### src/rtl/systolic_job_arbiter.sv
`default_nettype none
// ============================================================================
// Module   : systolic_job_arbiter
// Purpose  : Round-robin job arbiter in front of one shared systolic array,
//            with run timeout, invalid-result recovery and latency reporting.
// Revision : 1.0
// ============================================================================
module systolic_job_arbiter #(
    parameter int NUM_REQ        = 4,
    parameter int TIMEOUT_CYCLES = 10000,
    parameter int LAT_W          = 16
) (
    input  logic                       clk,
    input  logic                       rst,
    input  logic [NUM_REQ-1:0]         req,
    output logic [NUM_REQ-1:0]         grant,
    output logic [$clog2(NUM_REQ)-1:0] sel,
    output logic [NUM_REQ-1:0]         job_done,
    output logic [NUM_REQ-1:0]         job_error,
    output logic                       array_start,
    output logic                       array_rst_n,
    input  logic                       array_done,
    input  logic                       array_valid,
    output logic                       busy,
    output logic [LAT_W-1:0]           last_latency
);

    localparam int SEL_W = $clog2(NUM_REQ);
    localparam int CNT_W = $clog2(TIMEOUT_CYCLES + 1);

    localparam logic [2:0] S_IDLE  = 3'd0;
    localparam logic [2:0] S_GRANT = 3'd1;
    localparam logic [2:0] S_RUN   = 3'd2;
    localparam logic [2:0] S_DONE  = 3'd3;
    localparam logic [2:0] S_ERR   = 3'd4;

    localparam logic [SEL_W-1:0] LAST_IDX = SEL_W'(NUM_REQ - 1);

    logic [2:0]         r_state;
    logic [2:0]         w_next;
    logic               r_err_second;
    logic [SEL_W-1:0]   r_owner;
    logic [SEL_W-1:0]   r_last_winner;
    logic [SEL_W-1:0]   w_pick;
    logic [SEL_W-1:0]   w_rr_idx;
    logic               w_rr_found;
    logic               w_any_req;
    logic [CNT_W-1:0]   r_cnt;
    logic [CNT_W-1:0]   w_run_cycles;
    logic               w_timeout;
    logic [LAT_W-1:0]   w_lat_sat;
    logic [SEL_W-1:0]   w_owner_nx;
    logic [NUM_REQ-1:0] w_owner_1h;

    logic [NUM_REQ-1:0] w_grant_d;
    logic [SEL_W-1:0]   w_sel_d;
    logic [NUM_REQ-1:0] w_done_d;
    logic [NUM_REQ-1:0] w_error_d;
    logic               w_start_d;
    logic               w_rst_n_d;
    logic               w_busy_d;
    logic [LAT_W-1:0]   w_lat_d;

    assign w_any_req = |req;

    // Round-robin: first requester found scanning upward from last_winner+1.
    always_comb begin
        w_rr_idx   = r_last_winner;
        w_rr_found = 1'b0;
        w_pick     = r_last_winner;
        for (int i = 0; i < NUM_REQ; i++) begin
            w_rr_idx = (w_rr_idx == LAST_IDX) ? '0 : w_rr_idx + 1'b1;
            if (!w_rr_found && req[w_rr_idx]) begin
                w_rr_found = 1'b1;
                w_pick     = w_rr_idx;
            end
        end
    end

    // r_cnt is zero outside RUN, so w_run_cycles is the 1-based RUN cycle index.
    assign w_run_cycles = r_cnt + 1'b1;
    assign w_timeout    = (w_run_cycles == CNT_W'(TIMEOUT_CYCLES));

    generate
        if (CNT_W > LAT_W) begin : g_lat_saturate
            assign w_lat_sat = (w_run_cycles > CNT_W'({LAT_W{1'b1}})) ?
                               {LAT_W{1'b1}} : w_run_cycles[LAT_W-1:0];
        end else begin : g_lat_direct
            assign w_lat_sat = LAT_W'(w_run_cycles);
        end
    endgenerate

    always_ff @(posedge clk) begin
        if (rst) begin
            r_cnt <= '0;
        end else if (r_state != S_RUN) begin
            r_cnt <= '0;
        end else begin
            r_cnt <= w_run_cycles;
        end
    end

    // State register
    always_ff @(posedge clk) begin
        if (rst) begin
            r_state       <= S_IDLE;
            r_err_second  <= 1'b0;
            r_owner       <= '0;
            r_last_winner <= LAST_IDX;
        end else begin
            r_state      <= w_next;
            r_err_second <= (r_state == S_ERR) && !r_err_second;
            if (r_state == S_IDLE && w_any_req) begin
                r_owner <= w_pick;
            end
            if (r_state == S_RUN && w_next != S_RUN) begin
                r_last_winner <= r_owner;
            end
        end
    end

    // Next-state logic; array_done only matters while in RUN.
    always_comb begin
        w_next = r_state;
        case (r_state)
            S_IDLE:  if (w_any_req) w_next = S_GRANT;
            S_GRANT: w_next = S_RUN;
            S_RUN: begin
                if (array_done) begin
                    w_next = array_valid ? S_DONE : S_ERR;
                end else if (w_timeout) begin
                    w_next = S_ERR;
                end
            end
            S_DONE:  w_next = S_IDLE;
            S_ERR:   if (r_err_second) w_next = S_IDLE;
            default: w_next = S_IDLE;
        endcase
    end

    // Output logic: values the output registers take on the coming edge.
    always_comb begin
        w_owner_nx = (r_state == S_IDLE) ? w_pick : r_owner;
        w_owner_1h = '0;
        for (int j = 0; j < NUM_REQ; j++) begin
            w_owner_1h[j] = (w_owner_nx == SEL_W'(j));
        end
        w_busy_d  = (w_next != S_IDLE);
        w_grant_d = w_busy_d ? w_owner_1h : '0;
        w_sel_d   = w_busy_d ? w_owner_nx : '0;
        w_start_d = (w_next == S_GRANT);
        w_done_d  = (w_next == S_DONE) ? w_owner_1h : '0;
        w_error_d = (w_next == S_ERR && r_state != S_ERR) ? w_owner_1h : '0;
        w_rst_n_d = (w_next != S_ERR);
        w_lat_d   = (r_state == S_RUN && w_next == S_DONE) ? w_lat_sat : last_latency;
    end

    always_ff @(posedge clk) begin
        if (rst) begin
            grant        <= '0;
            sel          <= '0;
            job_done     <= '0;
            job_error    <= '0;
            array_start  <= 1'b0;
            array_rst_n  <= 1'b0;
            busy         <= 1'b0;
            last_latency <= '0;
        end else begin
            grant        <= w_grant_d;
            sel          <= w_sel_d;
            job_done     <= w_done_d;
            job_error    <= w_error_d;
            array_start  <= w_start_d;
            array_rst_n  <= w_rst_n_d;
            busy         <= w_busy_d;
            last_latency <= w_lat_d;
        end
    end

endmodule
`default_nettype wire

### config.mk
export PLATFORM = sky130hd
export DESIGN_NAME = systolic_job_arbiter
export DESIGN_NICKNAME = d
export VERILOG_FILES = /design/src/rtl/systolic_job_arbiter.sv
export SDC_FILE = /design/constraint.sdc
export NUM_CORES = 1
export LEC_CHECK = 0
export ABC_AREA = 1
export BUFFER_PORTS_ARGS = -buffer_cell sky130_fd_sc_hd__buf_2
export CAP_MARGIN = 20
export CORE_AREA = 2 2 80 82
export DETAILED_ROUTE_END_ITERATION = 12
export DIE_AREA = 0 0 82 84
export MAX_ROUTING_LAYER = met4
export SLEW_MARGIN = 20
export SYNTH_ARGS = -nofsm -noshare
export SYNTH_HDL_FRONTEND = slang
export SYNTH_SLANG_ARGS = --single-unit
### constraint.sdc
create_clock -name clk -period 3.84 [get_ports clk]
set_input_delay 0.384 -clock clk [delete_from_list [all_inputs] [get_ports clk]]
set_output_delay 0.384 -clock clk [all_outputs]
set_load 0.005 [all_outputs]
==> reports/summary.txt <==
Routed Antenna Nets: 0
Pre-Repair DR Iteration Count: 4
Worst Path Max Fanout: 8
CP Cell Sequence: ha_1, inv_1, nand2_1, nand2_1, nand2_1, o21ai_1, nor2_1, nand2_1, nand2_1, o211ai_1, nand3_1, nand2_1, inv_1, nand2_1, nor2_1
DP Wirelength: 3553 um
Area Overhead vs Synth: 14.23%
Finished layout cell area: 2651 um^2
Top cells by area, synth: dfxtp_1 (46%), nand2_1 (13%), nor2_1 (7.9%)
Worst Setup Start Kind: register
Static Leakage: 1.281 nW
Finished Core Util: 43.49%
Endpoints failing setup: 0
Maxcap violations: 0
Period utilisation layout: 59.69%
Post-CTS Setup Bufs: 0
Routed WL: 4712 um
WS Path Type: register to register
Largest net degree at the start of global routing: 30
Top Ports: 41
DP Cell Count: 436
Post-synth cell types: 29
Setup slack after layout: 1548 ps
Max IR drop VDD: 0.0002006 V
Critical path endpoint category: register
Max-slew violation count: 0
Die width: 82 um
Overall Power: 1.161 mW
Detailed Route Iter0 Violations: 91
Slowest-stage cell, CP: dfxtp_1
CTS root buf: clkbuf_8
Avg WL per Cell: 10.61 um
Mapped Cells: 328
Vias in the first global route: 1859
Power per cell area: 438.0 nW/um^2
Fin Hold WS: 313.6 ps
Critical Path Max Stage Delay: 470 ps
Setup TNS: 0 ps
Die area: 6888 um^2
Critical path's most frequent cell: nand2_1
Top FF cell, synth: dfxtp_1
Sequential share of the synthesized area: 45.71%
Unrepaired setup endpoints after global routing: false
First-pass GRT wire length: 8093 um
CP top delay family: simple AND/OR/NAND/NOR gates
Dpl ws: 1527 ps
WP data arrival: 2490 ps
Clock Latency Late Sink: 310 ps
Hold Path Class: primary input to register
Number of antenna violations at the first check in global routing: 0
Hold buffer count at cts: 0
Die height: 84 um
Inserted Clock Buffers: 5
Slew headroom: 55.81%
Yosys warning count: 0
CTS H-tree depth: 2
# rows: 29
Placeable core area: 6096 um^2
Max clock buf depth: 2
Max Fclk: 436.3 MHz
Post-Place Cell Area: 2557 um^2
Post-synth top area share: 45.71%
Critical Path RT: 4040 ps
# diodes: 0
Gr usage total: 15.04%
Post-synth EDFFs: 0
Via-to-Cell Ratio: 4.651
Clk pin slew, worst setup/hold paths: 100 ps
Synthesized cell area: 2321 um^2
Clock Skews: 11.87 ps
Port Buffers: 38
Min Tclk post-route: 2292 ps
Congestion Overflow GR: 0
Flops & latches, synth: 53
Hold Vio Cnt, Final: 0
Status: complete, no violations
TritonCTS clock tree: done
Via total after detailed routing: 2065
Post-cts resize count: 0
Synth top cells by count: nand2_1 (83), dfxtp_1 (53), nor2_1 (49)
Layout cells sized above 1: 16.35%
Top-count cell post-synth: nand2_1
Starting Density: 38.07%
Async set-reset flop share out of synthesis: 0%
Net count, final: 376
Average size of a mapped cell: 7.076 um^2
Buffers & Inverters on Critical Path: 2
Final GP Congestion: 0.8556
Clk sinks: 53
Synth area leader: dfxtp_1
Slew of the pin with the lowest slew margin: 662.2 ps
Finished Layout Cells: 444
Drt drc: 0
[flip-flops by register name, summed over array words and instances, names as in the netlist]
name,flops
r_err_second,1
job_error,4
grant,4
r_last_winner,2
r_owner,2
sel,2
busy,1
array_start,1
job_done,4
array_rst_n,1
last_latency,14
r_state,3
r_cnt,14
[layout make-up]
cell class              count  area (um^2)
well taps                  77        96.34
clock buffers               5        68.82
flip-flops and latches     53         1061
inverters                  41        153.9
repair buffers             38        190.2
clock inverters             3        25.02
fillers                   671         3445
multi-input cells         227         1056
[power breakdown]
part / internal, mW / total, mW / switching, mW / leakage [nW]
Clock: 0.132 / 0.321 / 0.189 / 0.0447
Combinational: 0.0807 / 0.230 / 0.149 / 0.806
Sequential: 0.589 / 0.610 / 0.0207 / 0.431
Total: 0.802 / 1.16 / 0.359 / 1.28
[logic make-up (layout without fill, tap and decap cells)]
group	after synthesis	after routing	share of synthesized area [%]
and+or+nand+nor	174	174	32.56
adders and majority gates	2	2	1.078
DFF	53	53	45.71
buffers and inverters	49	87	8.948
xor gates and xnor gates	2	2	0.7549
AOI/OAI and AO/OA	47	47	10.78
other	1	2	0.1616
[worst paths after layout]
path | depth (start not counted) | slack (ps) | startpoint | to
max | 15 | 1550 | r_last_winner[0]$_SDFFE_PP1P_ | grant[0]$_SDFF_PP0_
min reg2reg | 1 | 420 | r_err_second$_SDFF_PP0_ | r_err_second$_SDFF_PP0_
min | 2 | 310 | rst | array_start$_SDFF_PP0_
max reg2reg | 15 | 1550 | r_last_winner[0]$_SDFFE_PP1P_ | grant[0]$_SDFF_PP0_
[metal layers]
metal	up-vias	wire length, um	GRT usage (%)
met1	896	2416	20.62
li1	1111	-	-
met2	52	2046	22.76
met5	-	0	-
met3	6	197	2.273
met4	0	52	4.545
[layout by cell type, fill, tap and decap left out, types with 3 or more instances in the layout]
| cell type | instances |
|---|---|
| clkbuf_8 | 5 |
| o211ai_1 | 3 |
| o21ai_0 | 20 |
| nand2_2 | 6 |
| nor3_1 | 4 |
| nand2_1 | 83 |
| a21oi_1 | 20 |
| nand3_1 | 19 |
| nand4_1 | 5 |
| nor2_1 | 49 |
| dfxtp_1 | 53 |
| inv_1 | 39 |
| buf_2 | 38 |
Note: power is estimated with default switching activity, not from simulation.
